**src/rtl/ex_mem_skid_reg.sv**
```systemverilog
// ex_mem_skid_reg
// EX/MEM pipeline boundary with a valid/ready handshake and a 2-entry skid
// buffer (main register M plus skid register S). in_ready comes straight from
// a flop, so MEM stalls never create a combinational ready path back into EX.
// Outputs are taken from M only. An empty M always holds the NOP bubble
// encoding, so MEM can ignore out_valid and still see a harmless NOP.
//
// Ports:
//   clk, reset                 clock, synchronous active-high reset
//   flush                      drop every held entry (mispredict / trap)
//   in_valid / in_ready        EX-side handshake (in_ready registered)
//   in_target .. in_op3        instruction fields from EX
//   out_valid / out_ready      MEM-side handshake
//   out_target .. out_op3      entry presented to MEM
module ex_mem_skid_reg #(
  parameter int          TARGET_W = 64,
  parameter int          DATA_W   = 32,
  parameter int          REG_W    = 5,
  parameter logic [1:0]  NOP_OP   = 2'b00,
  parameter logic [2:0]  NOP_OP2  = 3'b100,
  parameter logic [5:0]  NOP_OP3  = 6'b000000
) (
  input  logic                clk,
  input  logic                reset,
  input  logic                flush,
  input  logic                in_valid,
  output logic                in_ready,
  input  logic [TARGET_W-1:0] in_target,
  input  logic                in_mux_sel,
  input  logic [REG_W-1:0]    in_regD,
  input  logic [DATA_W-1:0]   in_alures,
  input  logic [1:0]          in_op,
  input  logic [2:0]          in_op2,
  input  logic [5:0]          in_op3,
  output logic                out_valid,
  input  logic                out_ready,
  output logic [TARGET_W-1:0] out_target,
  output logic                out_mux_sel,
  output logic [REG_W-1:0]    out_regD,
  output logic [DATA_W-1:0]   out_alures,
  output logic [1:0]          out_op,
  output logic [2:0]          out_op2,
  output logic [5:0]          out_op3
);

  localparam int ENT_W  = TARGET_W + 1 + REG_W + DATA_W + 2 + 3 + 6;
  localparam int ZERO_W = TARGET_W + 1 + REG_W + DATA_W;
  localparam logic [ENT_W-1:0] NOP_ENT = {{ZERO_W{1'b0}}, NOP_OP, NOP_OP2, NOP_OP3};

  logic [ENT_W-1:0] m_q, m_d;
  logic [ENT_W-1:0] s_q, s_d;
  logic             m_valid_q, m_valid_d;
  logic             s_valid_q, s_valid_d;
  logic             in_ready_q, in_ready_d;
  logic [ENT_W-1:0] in_ent;
  logic             acc, pop;

  assign in_ent = {in_target, in_mux_sel, in_regD, in_alures, in_op, in_op2, in_op3};
  assign acc    = in_valid && in_ready_q;
  assign pop    = m_valid_q && out_ready;

  always_comb begin
    m_d       = m_q;
    s_d       = s_q;
    m_valid_d = m_valid_q;
    s_valid_d = s_valid_q;
    if (flush) begin
      m_d       = NOP_ENT;
      m_valid_d = 1'b0;
      s_valid_d = 1'b0;
    end else if (!m_valid_q || pop) begin
      if (s_valid_q) begin
        // in_ready is low whenever S is full, so no acc can collide here
        m_d       = s_q;
        m_valid_d = 1'b1;
        s_valid_d = 1'b0;
      end else if (acc) begin
        m_d       = in_ent;
        m_valid_d = 1'b1;
      end else begin
        m_d       = NOP_ENT;
        m_valid_d = 1'b0;
      end
    end else if (acc) begin
      s_d       = in_ent;
      s_valid_d = 1'b1;
    end
    in_ready_d = !s_valid_d;
  end

  always_ff @(posedge clk) begin
    if (reset) begin
      m_q        <= NOP_ENT;
      s_q        <= NOP_ENT;
      m_valid_q  <= 1'b0;
      s_valid_q  <= 1'b0;
      in_ready_q <= 1'b1;
    end else begin
      m_q        <= m_d;
      s_q        <= s_d;
      m_valid_q  <= m_valid_d;
      s_valid_q  <= s_valid_d;
      in_ready_q <= in_ready_d;
    end
  end

  assign in_ready  = in_ready_q;
  assign out_valid = m_valid_q;
  assign {out_target, out_mux_sel, out_regD, out_alures, out_op, out_op2, out_op3} = m_q;

endmodule
```
**config.mk**
```make
export PLATFORM = sky130hd
export DESIGN_NAME = ex_mem_skid_reg
export DESIGN_NICKNAME = d
export VERILOG_FILES = /design/src/rtl/ex_mem_skid_reg.sv
export SDC_FILE = /design/constraint.sdc
export NUM_CORES = 1
export LEC_CHECK = 0
export CAP_MARGIN = 15
export CORE_MARGIN = 5
export CORE_UTILIZATION = 35
export CTS_CLUSTER_DIAMETER = 200
export CTS_CLUSTER_SIZE = 24
export DETAILED_ROUTE_END_ITERATION = 12
export PLACE_DENSITY_LB_ADDON = 0.1
export SLEW_MARGIN = 40
export SYNTH_ARGS = -nofsm -noshare
export SYNTH_HDL_FRONTEND = slang
export SYNTH_SLANG_ARGS = --single-unit
```
**constraint.sdc**
```tcl
create_clock -name clk -period 1.35 [get_ports clk]
set_input_delay 0.27 -clock clk [delete_from_list [all_inputs] [get_ports clk]]
set_output_delay 0.27 -clock clk [all_outputs]
set_load 0.005 [all_outputs]
```
==> results of run 1 <==
## sequential cells by signal, summed over array words and instances, names as in the netlist
register	count
out_valid	1
m_q	113
s_q	113
in_ready	1
s_valid_q	1
## cell type report
class | instances | area [µm²]
fillers | 2658 | 14000
clock buffers | 14 | 329
well taps | 378 | 473
repair buffers | 312 | 3360
clock inverters | 1 | 16.3
flip-flops and latches | 229 | 4720
multi-input cells | 689 | 5060
inverters | 2 | 7.51
diodes | 1 | 2.50
## cell usage in the layout, fill, tap and decap left out, types with 6 or more instances in the layout
cell,count
clkdlybuf4s15_1,75
clkdlybuf4s50_1,116
buf_2,6
a221oi_1,22
buf_12,26
clkbuf_16,18
a211oi_1,71
clkbuf_2,22
dfxtp_1,125
mux2i_1,199
clkdlybuf4s15_2,10
nor3_1,24
buf_4,36
nand2b_1,224
dfxtp_2,102
nor2_1,115
buf_6,7
a211oi_2,18
## how the worst min path moves through the flow
stage	endpoint	slack, ns
global placement	s_q[73]	0.46
global route	in_ready	0.36
finish	in_ready	0.32
detailed placement	s_q[105]	0.46
CTS	in_ready	0.26
floorplan	s_q[100]	0.43
## report_power, final
| part | total [mW] | internal [mW] | switching (mW) | leakage, nW |
|---|---|---|---|---|
| registers | 6.99 | 6.91 | 0.0819 | 1.90 |
| logic | 1.49 | 0.862 | 0.632 | 3.04 |
| clock network | 4.03 | 1.78 | 2.26 | 0.168 |
| total | 12.5 | 9.55 | 2.97 | 5.11 |
## worst max-delay path, cell delays in order, from the launching register on
cell     delay, ns
dfxtp_4       0.38
nand2_4       0.05
nor3_4        0.18
buf_6         0.14
buf_8         0.13
buf_12        0.12
buf_12        0.13
mux2i_1       0.18
## what timing repair did
item | 4_1_cts | 5_1_grt
pin swaps | 1 | 0
gates cloned | 9 | 8
gates resized for setup | 336 | 88
setup endpoints to repair | 295 | 267
setup buffers | 15 | 11
## per-layer routing
metal	vias up	part of all wire	wire (µm)	global-route usage
met5	-	0.0012	34	0
met4	4	0.014	389	0.0329
met3	28	0.062	1700	0.0390
met2	152	0.46	12600	0.261
met1	3607	0.47	12900	0.223
li1	3941	-	-	-
## logic make-up after synthesis
logic type | Yosys count | synth area share
flip-flops | 229 | 0.460
buffers and inverters | 94 | 0.0428
multiplexers | 201 | 0.202
AND/OR/NAND/NOR | 371 | 0.201
AO/OA/AOI/OAI | 116 | 0.0948
==> out/results.tsv, run 1 <==
stage	metric	value	unit
status	status	complete, but fails checks	
status	failing checks	setup timing	
clock_tree	CTS tree	built	
setup_path	Worst R2R Path Depth	7	
sta	Final WS setup	-0.0550	ns
sta	Min Clock Period, post-route	1.40	ns
placed_design	placed cell count	1576	
sta	unrepaired setup endpoints after global routing	true	
hold_path	hold path depth	4	
synth	syn_nets	1129	
synth	#FFs+latches synth	229	
hold_path	hold crit path type	in -> reg	
power	Tot Pwr	12.5	mW
clock_tree	number of buffers created by CTS	13	
sta	Setup TNS Final	-1.74	ns
drt	drt initial violations	312	
synth	top cells by count, synth	229 x dfxtp_1, 225 x nand2b_1, 201 x mux2i_1	
power	Worst IR Drop VDD	0.586	mV
synth	Post-synth ARST share	0	
clock_tree	Max Buffers Root-to-Sink	3	
sta	final hold violations	0	
clock_tree	# H-tree levels	1	
synth	predominant post-synthesis flop cell	dfxtp_1	
clock_tree	total clock sinks	229	
sta	Relative slew margins	0.743	
die	# IOs	233	
synth	Syn Area/Cell	9.87	µm²
placed_design	port bufs	232	
clock_tree	number of hold buffers added after cts	0	
setup_path	CP Class	reg -> reg	
drt	DRC	0	
drt	post-route ant nets	0	
die	DIE AREA	32000	µm²
drt	Wirelength per Cell	17.0	µm
setup_path	critical path endpoint category	flop	
layout	ratio of cells with drive above 1 in the final layout	0.213	
synth	number of enable flip-flop cells after synthesis	0	
global_route	total gr overflow	0	
placed_design	Placed Area	13000	µm²
sta	FMAX	712	MHz
clock_tree	Worst-Skew Late Latency	0.48	ns
power	Pwr Density	896	nW/µm²
placed_design	DP HPWL	17700	µm
layout	Finished Cell Area	14000	µm²
sta	Hold Worst Slack	0.324	ns
synth	count leader, synth	dfxtp_1	
synth	Syn Inst Count	1011	
sta	final period utilization	1.04	
drt	WL final	27700	µm
clock_tree	Reg clk slew, reported paths	0.10	ns
setup_path	crit path DAT	1.80	ns
setup_path	FF-to-FF End	s_q[77]	
flow_run	Max-cap violations	0	
placed_design	Final Wtd Congestion	0.709	
die	num rows	61	
setup_path	Crit path required time	1.75	ns
sta	worst slew pin tran	0.386	ns
die	core footprint	27900	µm²
global_route	largest net degree at the start of global routing	116	
layout	area delta synth->final	40.0	%
global_route	vias in the first global route	7700	
global_route	Total GRT Usage	0.162	
global_route	antenna violations before repair	2	
drt	routed vias	7732	
synth	sequential share of the synthesized area	0.460	
layout	Core Util, Final	0.500	
power	LEAKAGE	5.11	nW
synth	Synth top area share	0.460	
synth	post-synthesis cell area	9980	µm²
sta	Setup Viol. Count Final	64	
setup_path	crit path to	s_q[77]	
drt	router iterations before antenna repair	4	
setup_path	worst r2r src	in_ready	
die	initial cell density of the core	0.357	
setup_path	CP startpoint kind	flop	
sta	clk_skew	0.0235	ns
drt	vias per inst	4.76	
setup_path	highest net fanout along the worst path	8	
synth	count of cell types in the netlist	23	
die	height of the die	179	µm
placed_design	setup slack at placement	-0.458	ns
die	Die Width	179	µm
layout	Finished Layout Cells	1626	
global_route	first-pass GRT wire length	42100	µm
layout	Layout Nets	1365	
synth	Synth area leaders	dfxtp_1 46%, mux2i_1 20%, nand2b_1 14%, a211oi_1 5.9%, nor2_1 4.3%	
clock_tree	root buf cell	clkbuf_16	
setup_path	flop2flop setup slack	-0.05	ns
setup_path	critical path startpoint	in_ready	
synth	Ys Warns	0	
hold_path	Hold Crit Start	reset	
sta	final max-slew violation count	0	
synth	Yosys top cell by area	dfxtp_1	
Note: power is estimated with default switching activity, not from simulation.
==> inputs of run 2 (changes only) <==
- GPL_TIMING_DRIVEN: default -> 0
==> run 2 against run 1 <==
  * The run still ends with setup timing left
  * First-iteration DRC count is 19% higher
  * Clock power is 1% higher
  * Sequential cell count stayed put
  * Via count grew 6.3%
  * Largest cell class unchanged
==> out/results.tsv, run 2 (synthesis results as in run 1) <==
stage	metric	value	unit	change
status	status	complete, but fails checks		
status	failing checks	setup timing		
sta	Final WS setup	-0.138	ns	-0.0827 ns
placed_design	Placed Area	12800	µm²	-1.6%
power	combinational share of power	0.143		+0.024
clock_tree	Reg clk slew, reported paths	0.10	ns	about the same
layout	most common cell after layout, fill and taps aside	nand2b_1		
setup_path	slowest cell on the critical path	dfxtp_2		
clock_tree	root buf cell	clkbuf_16		
sta	final hold violations	0		unchanged
clock_tree	Max Buffers Root-to-Sink	3		unchanged
global_route	largest net degree at the start of global routing	25		-78%
placed_design	port bufs	232		unchanged
flow_run	Max-cap violations	0		unchanged
layout	Layout fillers	2537		-4.6%
drt	vias per inst	4.86		+2.3%
sta	FMAX	672	MHz	-5.6%
setup_path	CP startpoint kind	flop		
drt	routed vias	8218		+6.3%
clock_tree	total clock sinks	229		unchanged
power	Worst IR Drop VDD	0.659	mV	+12%
global_route	antenna violations before repair	3		+1
setup_path	crit path DAT	1.89	ns	+0.09 ns
power	Pwr Density	845	nW/µm²	-5.7%
die	core footprint	27900	µm²	unchanged
die	Die Width	179	µm	unchanged
clock_tree	CTS tree	built		
sta	final period utilization	1.10		+0.0613
sta	final max-slew violation count	0		unchanged
layout	Finished Cell Area	15300	µm²	+9.3%
setup_path	Crit path required time	1.76	ns	about the same
setup_path	highest net fanout along the worst path	5		-3
power	Seq pwr share	0.542		-0.016
die	num rows	61		unchanged
drt	post-route ant nets	0		unchanged
die	initial cell density of the core	0.357		unchanged
layout	Layout Nets	1431		+4.8%
drt	WL final	31100	µm	+13%
clock_tree	Worst-Skew Late Latency	0.48	ns	about the same
layout	ratio of cells with drive above 1 in the final layout	0.319		+0.106
drt	DRC	0		unchanged
sta	Min Clock Period, post-route	1.49	ns	+0.0827 ns
drt	router iterations before antenna repair	4		unchanged
global_route	total gr overflow	0		unchanged
setup_path	CP cell instances	nand2b_1, buf_6, nor3_4, buf_6, buf_8, buf_12, buf_12, mux2i_1		
placed_design	DP HPWL	20400	µm	+15%
layout	area delta synth->final	53.0	%	
setup_path	flop2flop setup slack	-0.14	ns	-0.08 ns
die	# IOs	233		unchanged
hold_path	hold crit path type	in -> reg		
layout	Largest regs	m_q (113), s_q (113)		
layout	Diodes inserted	0		-1
power	switching share of power	0.247		+0.00920
die	height of the die	179	µm	unchanged
clock_tree	number of buffers created by CTS	13		unchanged
global_route	Total GRT Usage	0.187		+0.0245
sta	unrepaired setup endpoints after global routing	true		
power	sw power	3.18	mW	+7.1%
setup_path	critical path endpoint category	flop		
global_route	vias in the first global route	8502		+10%
placed_design	Final Wtd Congestion	0.741		+4.5%
setup_path	Largest stage delay, worst path	0.34	ns	-0.04 ns
sta	worst slew pin tran	0.436	ns	+0.0500 ns
clock_tree	# H-tree levels	1		unchanged
drt	drt initial violations	370		+19%
setup_path	CP Class	reg -> reg		
power	Int Pwr	9.72	mW	+1.8%
sta	clk_skew	0.0233	ns	-0.000188 ns
sta	Hold Worst Slack	0.393	ns	+0.0690 ns
sta	Setup Viol. Count Final	161		+150%
die	DIE AREA	32000	µm²	unchanged
drt	Wirelength per Cell	18.4	µm	+8.3%
sta	Relative slew margins	0.709		-0.0333
global_route	first-pass GRT wire length	48000	µm	+14%
power	LEAKAGE	5.63	nW	+10%
layout	commonest non-fill, non-tap cells in the layout	225 x nand2b_1, 199 x mux2i_1, 123 x dfxtp_1		
power	clock power share	0.315		-0.007
## run 2: layer usage
layer,global-route usage,vias up,share of wire
li1,-,4079,-
met3,0.0373,29,0.056
met5,0,-,0.00071
met1,0.262,3937,0.47
met4,0.0297,6,0.013
met2,0.304,167,0.46
## run 2: power groups by stage
| stage | clock network, mW | registers (mW) | logic (mW) |
|---|---|---|---|
| final | 4.07 | 6.99 | 1.84 |
| after global routing | 4.49 | 7.01 | 1.98 |
| after CTS | 4.22 | 6.99 | 1.75 |
| after detailed placement | 0 | 7.13 | 1.49 |
| after global placement | 0 | 7.13 | 1.48 |
| after floorplan | 0 | 7.13 | 0.630 |
## run 2: timing repair
action / 4_1_cts / 5_1_grt
setup endpoints to repair: 341 / 301
gates cloned: 19 / 5
setup buffers: 38 / 12
pin swaps: 4 / 7
gates resized for setup: 577 / 190
hold buffers: 0 / 0
## run 2: final cells by class
type,instances,area [µm²],share of cell area
repair buffers,296,3130,0.205
well taps,378,473,0.0310
plain buffers,83,972,0.0637
clock buffers,13,325,0.0213
clock inverters,1,16.3,0.00107
inverters,2,12.5,0.000820
flip-flops and latches,229,4720,0.309
multi-input cells,688,5620,0.368
## run 2: worst paths after layout
| path | startpoint | to | cells past startpoint |
|---|---|---|---|
| worst max-delay path | out_valid | s_q[18] | 8 |
| worst min-delay path | in_alures[4] | s_q[15] | 3 |
| worst max register to register | out_valid | s_q[18] | 8 |
| worst min register to register | s_q[16] | s_q[16] | 2 |
## run 2: stage by stage
stage	cells	setup TNS, ns	setup WS, ns	utilization	power (mW)
2_1_floorplan	1011	-0.252	-0.00841	-	7.76
3_3_place_gp	1621	-238.47	-1.33	0.459	8.61
3_5_place_dp	1621	-243.70	-1.37	0.459	8.62
4_1_cts	1689	-10.72	-0.163	0.541	13.0
5_1_grt	1690	-26.59	-0.259	0.546	13.5
6_report	1690	-8.91	-0.138	0.546	12.9
## run 2: worst max-delay path: cells and delay by family (launching register included)
kind	cells	cell delay, ns
buf+inv	5	0.65
flops	1	0.34
simple gates	2	0.24
mux	1	0.18
==> inputs of run 3 (changes only) <==
- GPL_ROUTABILITY_DRIVEN: default -> 0
- SKIP_LAST_GASP: default -> 1
==> run 3 against run 2 <==
  * The run still ends with setup timing left
  * Worst hold slack got worse by 0.056 ns
  * Global-route usage barely moved
  * Cell area fell by 0.80%
  * Final cell count fell by 0.18%
  * Count of clock-buffer cells in the layout did not move
  * Critical path depth did not move
  * Highest routed layer unchanged
==> out/results.tsv, run 3 (synthesis results as in run 1) <==
stage	metric	value	unit	change
die	num rows	61		unchanged
global_route	first-pass GRT wire length	47900	µm	-0.24%
setup_path	crit path DAT	1.89	ns	about the same
clock_tree	total clock sinks	229		unchanged
sta	unrepaired setup endpoints after global routing	true		
status	failing checks	setup timing		
power	Worst IR Drop VDD	0.659	mV	about the same
setup_path	CP Class	reg -> reg		
layout	ratio of cells with drive above 1 in the final layout	0.309		-0.0107
clock_tree	CTS tree	built		
die	core footprint	27900	µm²	unchanged
setup_path	critical path startpoint	out_valid		
sta	Relative slew margins	0.705		-0.00424
layout	Core Util, Final	0.542		-0.00439
sta	Final WS setup	-0.134	ns	+0.00352 ns
die	# IOs	233		unchanged
placed_design	port bufs	232		unchanged
power	LEAKAGE	5.59	nW	-0.69%
clock_tree	number of buffers created by CTS	13		unchanged
drt	routed vias	8220		+0.024%
drt	Wirelength per Cell	18.3	µm	-0.42%
setup_path	flop2flop setup slack	-0.13	ns	about the same
layout	area delta synth->final	51.8	%	
sta	FMAX	674	MHz	+0.24%
flow_run	Max-cap violations	0		unchanged
sta	final period utilization	1.10		-0.00261
global_route	largest net degree at the start of global routing	25		unchanged
drt	post-route ant nets	0		unchanged
global_route	Total GRT Usage	0.186		-0.000311
setup_path	FF-to-FF End	s_q[18]		
setup_path	Crit path required time	1.75	ns	about the same
sta	Min Clock Period, post-route	1.48	ns	-0.00352 ns
setup_path	highest net fanout along the worst path	5		unchanged
placed_design	placed cell count	1621		unchanged
setup_path	CP startpoint kind	flop		
sta	Setup TNS Final	-9.11	ns	-0.196 ns
global_route	antenna violations before repair	3		unchanged
drt	router iterations before antenna repair	4		unchanged
clock_tree	Worst-Skew Late Latency	0.48	ns	about the same
layout	most common cell after layout, fill and taps aside	nand2b_1		
die	DIE AREA	32000	µm²	unchanged
global_route	vias in the first global route	8462		-0.47%
clock_tree	Reg clk slew, reported paths	0.10	ns	about the same
setup_path	Crit path buffers/inverters	5		unchanged
setup_path	critical path endpoint category	flop		
hold_path	Hold Crit Start	out_ready		
die	Die Width	179	µm	unchanged
layout	Finished Cell Area	15100	µm²	-0.80%
setup_path	CP cell instances	nand2b_1, buf_6, nor3_4, buf_6, buf_8, buf_12, buf_12, mux2i_1		
layout	Layout Nets	1428		-0.21%
drt	vias per inst	4.87		+0.20%
status	status	complete, but fails checks		
sta	clk_skew	0.0234	ns	+0.0000894 ns
clock_tree	Max Buffers Root-to-Sink	3		unchanged
layout	Finished Layout Cells	1687		-0.18%
sta	final max-slew violation count	0		unchanged
sta	Setup Viol. Count Final	166		+3.1%
die	height of the die	179	µm	unchanged
drt	WL final	31000	µm	-0.59%
setup_path	crit path to	s_q[18]		
setup_path	slowest cell on the critical path	dfxtp_2		
setup_path	Worst R2R Path Depth	8		unchanged
layout	Diodes inserted	0		unchanged
sta	final hold violations	0		unchanged
setup_path	Critical Path Stages	8		unchanged
power	Pwr Density	849	nW/µm²	+0.45%
placed_design	DP HPWL	20400	µm	unchanged
setup_path	worst r2r src	out_valid		
clock_tree	root buf cell	clkbuf_16		
layout	Largest regs	m_q (113), s_q (113)		
placed_design	Placed Area	12800	µm²	unchanged
setup_path	Largest stage delay, worst path	0.34	ns	about the same
clock_tree	# H-tree levels	1		unchanged
layout	commonest non-fill, non-tap cells in the layout	225 x nand2b_1, 199 x mux2i_1, 123 x dfxtp_1		
setup_path	Worst path top cell family by delay	buffers and inverters		
die	initial cell density of the core	0.357		unchanged
drt	DRC	0		unchanged
sta	worst slew pin tran	0.443	ns	+0.00637 ns
hold_path	hold crit path type	in -> reg		
global_route	total gr overflow	0		unchanged
drt	drt initial violations	355		-4.1%
sta	Hold Worst Slack	0.337	ns	-0.0558 ns
run 3: cell count changes in the layout (fill, tap and decap cells not counted), moves of 2 or more:
| cell | delta |
|---|---|
| a221oi_1 | +6 |
| a221oi_2 | -4 |
| clkbuf_2 | -4 |
| a211oi_1 | +2 |
| a211oi_2 | -2 |
| a221oi_4 | -2 |
| buf_2 | +2 |
| buf_8 | -2 |
| clkdlybuf4s15_1 | +2 |
| nor2_1 | +2 |
| nor2_2 | -2 |
run 3: worst min path at each step:
stage | end | slack [ns] | cells after the start
detailed placement | s_q[17] | 0.46 | 2
global route | s_q[99] | 0.37 | 3
global placement | s_q[89] | 0.46 | 2
finish | m_q[97] | 0.34 | 4
floorplan | s_q[100] | 0.43 | 2
CTS | s_q[41] | 0.37 | 3
run 3: repair_timing:
item                                    4_1_cts  5_1_grt
gates cloned                                 19        4
resized for setup                           557      194
buffers inserted                             38       12
hold buffers                                  0        0
pin swaps                                     4        6
endpoints found under the setup margin      341      300
run 3: layout make-up:
type	count	area, µm²
multi-input cells	688	5540
inverters	2	12.5
plain buffers	82	956
flip-flops and latches	229	4720
clock inverters	1	16.3
clock buffers	13	325
well taps	378	473
repair buffers	294	3090
fillers	2553	12800
run 3: worst min-delay path, cell delays in order:
cell and delay, ns:
dlymetal6s2s_1 0.14, nor2b_4 0.09, a221oi_2 0.21, nor3_2 0.07
run 3: per-layer routing:
| metal | share of wire | GRT usage |
|---|---|---|
| met5 | 0.00071 | 0 |
| met3 | 0.055 | 0.0380 |
| met4 | 0.012 | 0.0288 |
| met1 | 0.47 | 0.263 |
| met2 | 0.46 | 0.301 |
run 3: through the flow:
stage | power, mW | setup slack [ns]
after floorplan | 7.76 | -0.00841
after global placement | 8.61 | -1.33
after detailed placement | 8.62 | -1.37
after CTS | 12.9 | -0.163
after global routing | 13.4 | -0.256
final | 12.9 | -0.134
run 3: power breakdown:
group | switching (mW) | leakage [nW] | internal (mW)
registers | 0.0827 | 1.90 | 6.91
logic | 0.782 | 3.52 | 1.02
clock network | 2.29 | 0.167 | 1.76
total | 3.16 | 5.59 | 9.70
